### src/rtl/shot_resolver.sv
// shot_resolver
//   Resolves one shot at a time against a player's board. For each accepted
//   shot it reads the board cell, marks it as shot, bumps the per-ship hit
//   counter and reports miss / hit / sunk / repeat. It also tracks sunk ships
//   and raises AllSunk once every ship is down.
//
// Parameters
//   NUM_SHIPS : ships in play (1..12); ship indices >= NUM_SHIPS act as water
//   SHIP_LEN  : packed 3-bit ship lengths, ship i at [3i+2:3i]
//
// Ports
//   Clock, Reset            : clock, synchronous active-high reset
//   FireValid/Row/Col       : shot request; accepted on FireValid & FireReady
//   FireReady               : resolver idle
//   BoardAddr, BoardData    : board RAM read port ({row,col}; 1-cycle latency)
//   BoardWE, BoardWData     : board RAM write port (marks cell as shot)
//   ShipWE, ShipIndex       : increment strobe / select for the hit-counter bank
//   ShipCounts              : all 12 hit counts, ship i at [3i+2:3i]
//   ResultValid             : one-cycle result strobe
//   Result, ResultShip      : 00 miss, 01 hit, 10 sunk, 11 repeat; ship index
//   AllSunk                 : level, every ship sunk (sticky until Reset)
//   ShotCount               : only with SHOT_COUNT_EN defined; saturating count
//                             of non-repeat shots
//
// Build option: define SHOT_COUNT_EN to add the ShotCount output.

module shot_resolver #(
  parameter int unsigned NUM_SHIPS = 12,
  parameter logic [35:0] SHIP_LEN  = 36'o2334_5223_3452
) (
  input  logic        Clock,
  input  logic        Reset,
  input  logic        FireValid,
  input  logic [3:0]  FireRow,
  input  logic [3:0]  FireCol,
  output logic        FireReady,
  output logic [7:0]  BoardAddr,
  input  logic [4:0]  BoardData,
  output logic        BoardWE,
  output logic [4:0]  BoardWData,
  output logic        ShipWE,
  output logic [3:0]  ShipIndex,
  input  logic [35:0] ShipCounts,
  output logic        ResultValid,
  output logic [1:0]  Result,
  output logic [3:0]  ResultShip,
  output logic        AllSunk
`ifdef SHOT_COUNT_EN
  ,
  output logic [7:0]  ShotCount
`endif
);

  typedef enum logic [2:0] {
    S_IDLE,
    S_LOOKUP,
    S_EVAL,
    S_CHECK,
    S_REPORT
  } state_t;

  typedef enum logic [1:0] {
    RES_MISS   = 2'b00,
    RES_HIT    = 2'b01,
    RES_SUNK   = 2'b10,
    RES_REPEAT = 2'b11
  } result_t;

  // Ships that can never be hit (out of play or zero length) start out sunk.
  function automatic logic [11:0] reset_sunk_mask();
    logic [11:0] m;
    m = '0;
    for (int unsigned i = 0; i < 12; i++) begin
      if ((i >= NUM_SHIPS) || (SHIP_LEN[3*i +: 3] == 3'd0)) begin
        m[i] = 1'b1;
      end
    end
    return m;
  endfunction

  localparam logic [11:0] SUNK_INIT = reset_sunk_mask();

  state_t      state_q,       state_d;
  logic [7:0]  addr_q,        addr_d;
  logic [3:0]  cell_q,        cell_d;
  result_t     result_q,      result_d;
  logic [3:0]  result_ship_q, result_ship_d;
  logic        result_valid_q, result_valid_d;
  logic        fire_ready_q,  fire_ready_d;
  logic [11:0] sunk_mask_q,   sunk_mask_d;
  logic        all_sunk_q,    all_sunk_d;
  logic [3:0]  ship_index_q,  ship_index_d;
`ifdef SHOT_COUNT_EN
  logic [7:0]  shot_count_q,  shot_count_d;
`endif

  // Decode of the board cell returned in EVAL.
  logic        rd_shot;
  logic [3:0]  rd_cell;
  logic        rd_in_range;
  logic        rd_sunk;

  // Per-ship lookups for the latched cell in CHECK.
  logic [2:0]  cur_count;
  logic [2:0]  cur_len;
  logic [11:0] cell_onehot;

  logic        board_we;
  logic [4:0]  board_wdata;
  logic        ship_we;

  assign rd_shot     = BoardData[4];
  assign rd_cell     = BoardData[3:0];
  assign rd_in_range = (32'(rd_cell) < NUM_SHIPS);

  always_comb begin
    rd_sunk     = 1'b0;
    cur_count   = '0;
    cur_len     = '0;
    cell_onehot = '0;
    for (int unsigned i = 0; i < 12; i++) begin
      if ((rd_cell == 4'(i)) && (i < NUM_SHIPS)) begin
        rd_sunk = sunk_mask_q[i];
      end
      if (cell_q == 4'(i)) begin
        cur_count      = ShipCounts[3*i +: 3];
        cur_len        = SHIP_LEN[3*i +: 3];
        cell_onehot[i] = 1'b1;
      end
    end
  end

  always_comb begin
    state_d       = state_q;
    addr_d        = addr_q;
    cell_d        = cell_q;
    result_d      = result_q;
    result_ship_d = result_ship_q;
    sunk_mask_d   = sunk_mask_q;
    all_sunk_d    = all_sunk_q;
    ship_index_d  = ship_index_q;
    board_we      = 1'b0;
    board_wdata   = '0;
    ship_we       = 1'b0;
`ifdef SHOT_COUNT_EN
    shot_count_d  = shot_count_q;
`endif

    case (state_q)
      S_IDLE: begin
        if (FireValid) begin
          addr_d  = {FireRow, FireCol};
          state_d = S_LOOKUP;
        end
      end

      S_LOOKUP: begin
        state_d = S_EVAL;
      end

      S_EVAL: begin
        cell_d = rd_cell;
        if (rd_shot || rd_sunk) begin
          result_d      = RES_REPEAT;
          result_ship_d = rd_cell;
          state_d       = S_REPORT;
        end else if (!rd_in_range) begin
          board_we      = 1'b1;
          board_wdata   = {1'b1, rd_cell};
          result_d      = RES_MISS;
          result_ship_d = 4'hF;
          state_d       = S_REPORT;
        end else begin
          board_we      = 1'b1;
          board_wdata   = {1'b1, rd_cell};
          ship_we       = 1'b1;
          ship_index_d  = rd_cell;
          state_d       = S_CHECK;
        end
      end

      S_CHECK: begin
        // The counter bank has already applied the EVAL increment.
        result_ship_d = cell_q;
        if (cur_count == cur_len) begin
          result_d    = RES_SUNK;
          sunk_mask_d = sunk_mask_q | cell_onehot;
          all_sunk_d  = all_sunk_q | (&(sunk_mask_q | cell_onehot));
        end else begin
          result_d    = RES_HIT;
        end
        state_d = S_REPORT;
      end

      S_REPORT: begin
`ifdef SHOT_COUNT_EN
        if ((result_q != RES_REPEAT) && (shot_count_q != 8'hFF)) begin
          shot_count_d = shot_count_q + 8'd1;
        end
`endif
        state_d = S_IDLE;
      end

      default: begin
        state_d = S_IDLE;
      end
    endcase

    result_valid_d = (state_d == S_REPORT);
    fire_ready_d   = (state_d == S_IDLE);
  end

  always_ff @(posedge Clock) begin
    if (Reset) begin
      state_q        <= S_IDLE;
      addr_q         <= '0;
      cell_q         <= '0;
      result_q       <= RES_MISS;
      result_ship_q  <= '0;
      result_valid_q <= 1'b0;
      fire_ready_q   <= 1'b1;
      sunk_mask_q    <= SUNK_INIT;
      all_sunk_q     <= 1'b0;
      ship_index_q   <= '0;
`ifdef SHOT_COUNT_EN
      shot_count_q   <= '0;
`endif
    end else begin
      state_q        <= state_d;
      addr_q         <= addr_d;
      cell_q         <= cell_d;
      result_q       <= result_d;
      result_ship_q  <= result_ship_d;
      result_valid_q <= result_valid_d;
      fire_ready_q   <= fire_ready_d;
      sunk_mask_q    <= sunk_mask_d;
      all_sunk_q     <= all_sunk_d;
      ship_index_q   <= ship_index_d;
`ifdef SHOT_COUNT_EN
      shot_count_q   <= shot_count_d;
`endif
    end
  end

  // Write strobes depend on the RAM data that only arrives in EVAL, and the
  // counter increment must land before CHECK, so they are decoded directly
  // from the EVAL state rather than registered. Reset suppresses them.
  assign BoardWE     = board_we & ~Reset;
  assign BoardWData  = BoardWE ? board_wdata : '0;
  assign ShipWE      = ship_we & ~Reset;
  assign ShipIndex   = ShipWE ? rd_cell : ship_index_q;

  assign FireReady   = fire_ready_q;
  assign BoardAddr   = addr_q;
  assign ResultValid = result_valid_q;
  assign Result      = result_q;
  assign ResultShip  = result_ship_q;
  assign AllSunk     = all_sunk_q;
`ifdef SHOT_COUNT_EN
  assign ShotCount   = shot_count_q;
`endif

endmodule

### config.mk
export PLATFORM = sky130hd
export DESIGN_NAME = shot_resolver
export DESIGN_NICKNAME = d
export VERILOG_FILES = /design/src/rtl/shot_resolver.sv
export SDC_FILE = /design/constraint.sdc
export NUM_CORES = 1
export LEC_CHECK = 0
export CAP_MARGIN = 30
export CORE_ASPECT_RATIO = 1.4
export CORE_UTILIZATION = 63
export DETAILED_ROUTE_END_ITERATION = 10
export DONT_BUFFER_PORTS = 1
export GPL_TIMING_DRIVEN = 0
export PLACE_DENSITY_LB_ADDON = 0.05
export SLEW_MARGIN = 40
export SYNTH_ARGS = -nofsm -noshare
export SYNTH_HDL_FRONTEND = slang
export SYNTH_SLANG_ARGS = --single-unit
### constraint.sdc
create_clock -name Clock -period 3.3 [get_ports Clock]
set_clock_uncertainty 0.2 [all_clocks]
set_input_delay 0.495 -clock Clock [delete_from_list [all_inputs] [get_ports Clock]]
set_output_delay 0.495 -clock Clock [all_outputs]
set_load 0.01 [all_outputs]
==> flow_metrics.env <==
export IMPL_ctsHoldBuffers=0
export IMPL_dieArea_um2=4220
export IMPL_finalCritPeriodShare_pct=93.2
export IMPL_die_w_um=55.2
export IMPL_vdd_drop_max_uv=475
export IMPL_placementRows=26
export IMPL_min_path_type="input port to flip-flop"
export IMPL_critPathLaunchType="flip-flop"
export IMPL_worstPathArrival_ns=2.38
export IMPL_wl_per_cell_um=18.3
export IMPL_fin_util_pct=71.1
export IMPL_cts_buffers=5
export IMPL_synth_area_leaders="dfxtp_1 32%, nand2_1 6.5%, a21oi_1 6.0%"
export IMPL_synth_cell_types=62
export IMPL_place_hpwl_um=4970
export IMPL_drcViolationCount=0
export IMPL_rsz0062_at_grt="no"
export IMPL_setup_tns_ns=0
export IMPL_avgSynthCellArea_um2=7.72
export IMPL_final_hold_violation_count=0
export IMPL_critical_path_required_ns=2.60
export IMPL_synth_nets=375
export IMPL_final_cells=372
export IMPL_async_flop_share_pct=0
export IMPL_antennaDiodeCount=0
export IMPL_cts_buffer_depth=2
export IMPL_synth_top_area_share_pct=32.1
export IMPL_place_gp_congestion=0.965
export IMPL_slew_headroom_pct=52.7
export IMPL_grt_max_degree=12
export IMPL_routed_wl_um=6820
export IMPL_yosysWarnings=0
export IMPL_leakagePower_nw=0.926
export IMPL_num_vias=2523
export IMPL_fin_crit_ns=3.08
export IMPL_clock_latency_ns=0.30
export IMPL_syn_cell_area_um2=2490
export IMPL_end_kind="output port"
export IMPL_cts_resized=0
export IMPL_setup_slack_ns=0.224
export IMPL_port_buffers=0
export IMPL_synthCells=323
export IMPL_area_growth_pct=5.62
export IMPL_fin_nets=382
export IMPL_placed_area_um2=2550
export IMPL_track_usage_pct=34.6
export IMPL_path_class="flip-flop to output port"
export IMPL_max_freq_mhz=325
export IMPL_worstPathMaxFanout=8
export IMPL_viasPerCell=6.78
export IMPL_cts_root_buf="clkbuf_8"
export IMPL_power_density_nw_per_um2=376
export IMPL_drv_cap=0
export IMPL_die_h_um=76.5
export IMPL_start_util_pct=67.3
export IMPL_dp_cells=365
export IMPL_power_mw=0.989
export IMPL_grt_first_pass_wirelength_um=10800
export IMPL_setup_viol_count_final=0
export IMPL_clk_pin_slew_worst_paths_ns=0.08
export IMPL_post_cts_setup_buffer_count=0
export IMPL_num_io_pins=80
export IMPL_synth_top_flop_cell="dfxtp_1"
export IMPL_grt_overflow_total=0
export IMPL_first_pass_iters=6
export IMPL_synth_edff_count=0
export IMPL_pre_cts_ws_ns=0.0389
export IMPL_drive_above_1_share_pct=11.5
export IMPL_first_global_vias=2371
export IMPL_clock_sinks=40
export IMPL_finalMaxSlewViolations=0
export IMPL_ant_nets=0
export IMPL_tightest_slew_ns=0.708
export IMPL_cts_htree_levels=2
export IMPL_ys_ff_latch=40
export IMPL_ys_seq_area_share_pct=32.1
export IMPL_fin_area_um2=2640
export IMPL_yosysTopAreaCell="dfxtp_1"
export IMPL_antenna_found_initial=0
export IMPL_status="complete, no violations"
export IMPL_core_area_um2=3710
export IMPL_drt_iter0_drc=157
export IMPL_holdWs_ns=0.129
export IMPL_tritoncts="yes"
## registers in the layout (all words and copies together), names as in the netlist
| name | cells |
|---|---|
| ResultValid | 1 |
| BoardAddr | 8 |
| sunk_mask_q | 12 |
| Result | 2 |
| AllSunk | 1 |
| state_q | 3 |
| ResultShip | 4 |
| FireReady | 1 |
| ship_index_q | 4 |
| cell_q | 4 |
## worst paths after layout
| kind | start | to | slack (ns) | depth (start not counted) |
|---|---|---|---|---|
| max | sunk_mask_q[3] | ShipIndex[0] | 0.22 | 8 |
| min | FireRow[0] | BoardAddr[4] | 0.13 | 2 |
| min reg2reg | sunk_mask_q[6] | sunk_mask_q[6] | 0.28 | 1 |
| max reg2reg | cell_q[0] | Result[1] | 0.39 | 10 |
## cells in the mapped netlist (3+ instances only)
cell / count
a211o_1: 3
a211oi_1: 3
a21oi_1: 30
and2_1: 5
buf_2: 8
buf_4: 4
clkbuf_1: 10
dfxtp_1: 40
inv_1: 7
mux2i_1: 11
nand2_1: 43
nand2b_1: 6
nand3_1: 14
nand3b_1: 3
nand4_1: 3
nor2_1: 35
nor2b_1: 3
nor3_1: 7
o211ai_1: 3
o21ai_0: 17
o221a_2: 3
o221ai_1: 5
o2bb2ai_1: 11
o31ai_1: 3
## where the power goes
part | internal (mW) | switching (mW) | leakage (nW)
logic | 0.0598 | 0.105 | 0.560
clock network | 0.144 | 0.164 | 0.0410
registers | 0.500 | 0.0176 | 0.325
total | 0.703 | 0.286 | 0.926
## logic make-up (layout without fill, tap and decap cells)
group,after synthesis,count (layout),synth area share [%]
AOI/OAI and AO/OA,106,106,30.2
and+or+nand+nor,128,128,24.4
buffers and inverters,34,41,6.47
DFF,40,40,32.1
muxes,15,15,6.82
## layout make-up
cell class / count / area, um^2
multi-input cells: 249 / 1540
clock inverters: 1 / 5.00
inverters: 10 / 38.8
fillers: 323 / 1070
plain buffers: 24 / 124
flip-flops and latches: 40 / 801
well taps: 42 / 52.6
clock buffers: 6 / 72.6
## worst max-delay path, cell delays in order, from the launching register on
cell	delay (ns)
dfxtp_1	0.34
mux4_2	0.47
nor2_1	0.10
nor2_1	0.06
a211o_4	0.38
nand3b_4	0.20
clkinv_2	0.14
nand2_2	0.08
mux2_2	0.31
## placed cells by master (no fill, tap or decap), types with 3 or more instances in the layout
cell type / n
nand2b_1: 6
nand2_1: 43
o2bb2ai_1: 11
o221ai_1: 5
nand3_1: 14
nand3b_1: 3
inv_1: 7
o221a_2: 3
clkbuf_8: 5
nor3_1: 7
nor2b_1: 3
nor2_1: 34
a211oi_1: 3
o21ai_0: 17
a21oi_1: 30
a211o_1: 3
dfxtp_1: 40
buf_4: 4
mux2i_1: 11
o31ai_1: 3
nand4_1: 3
clkbuf_1: 10
buf_2: 8
and2_1: 5
o211ai_1: 3
## layer usage
metal	vias up	track usage (%)	part of all wire, %
li1	1197	-	-
met1	1165	38.5	39
met2	134	56.6	50
met3	27	11.0	8.5
met4	0	16.3	3.1
met5	-	0	0
Power figures use the tool's default switching activity.
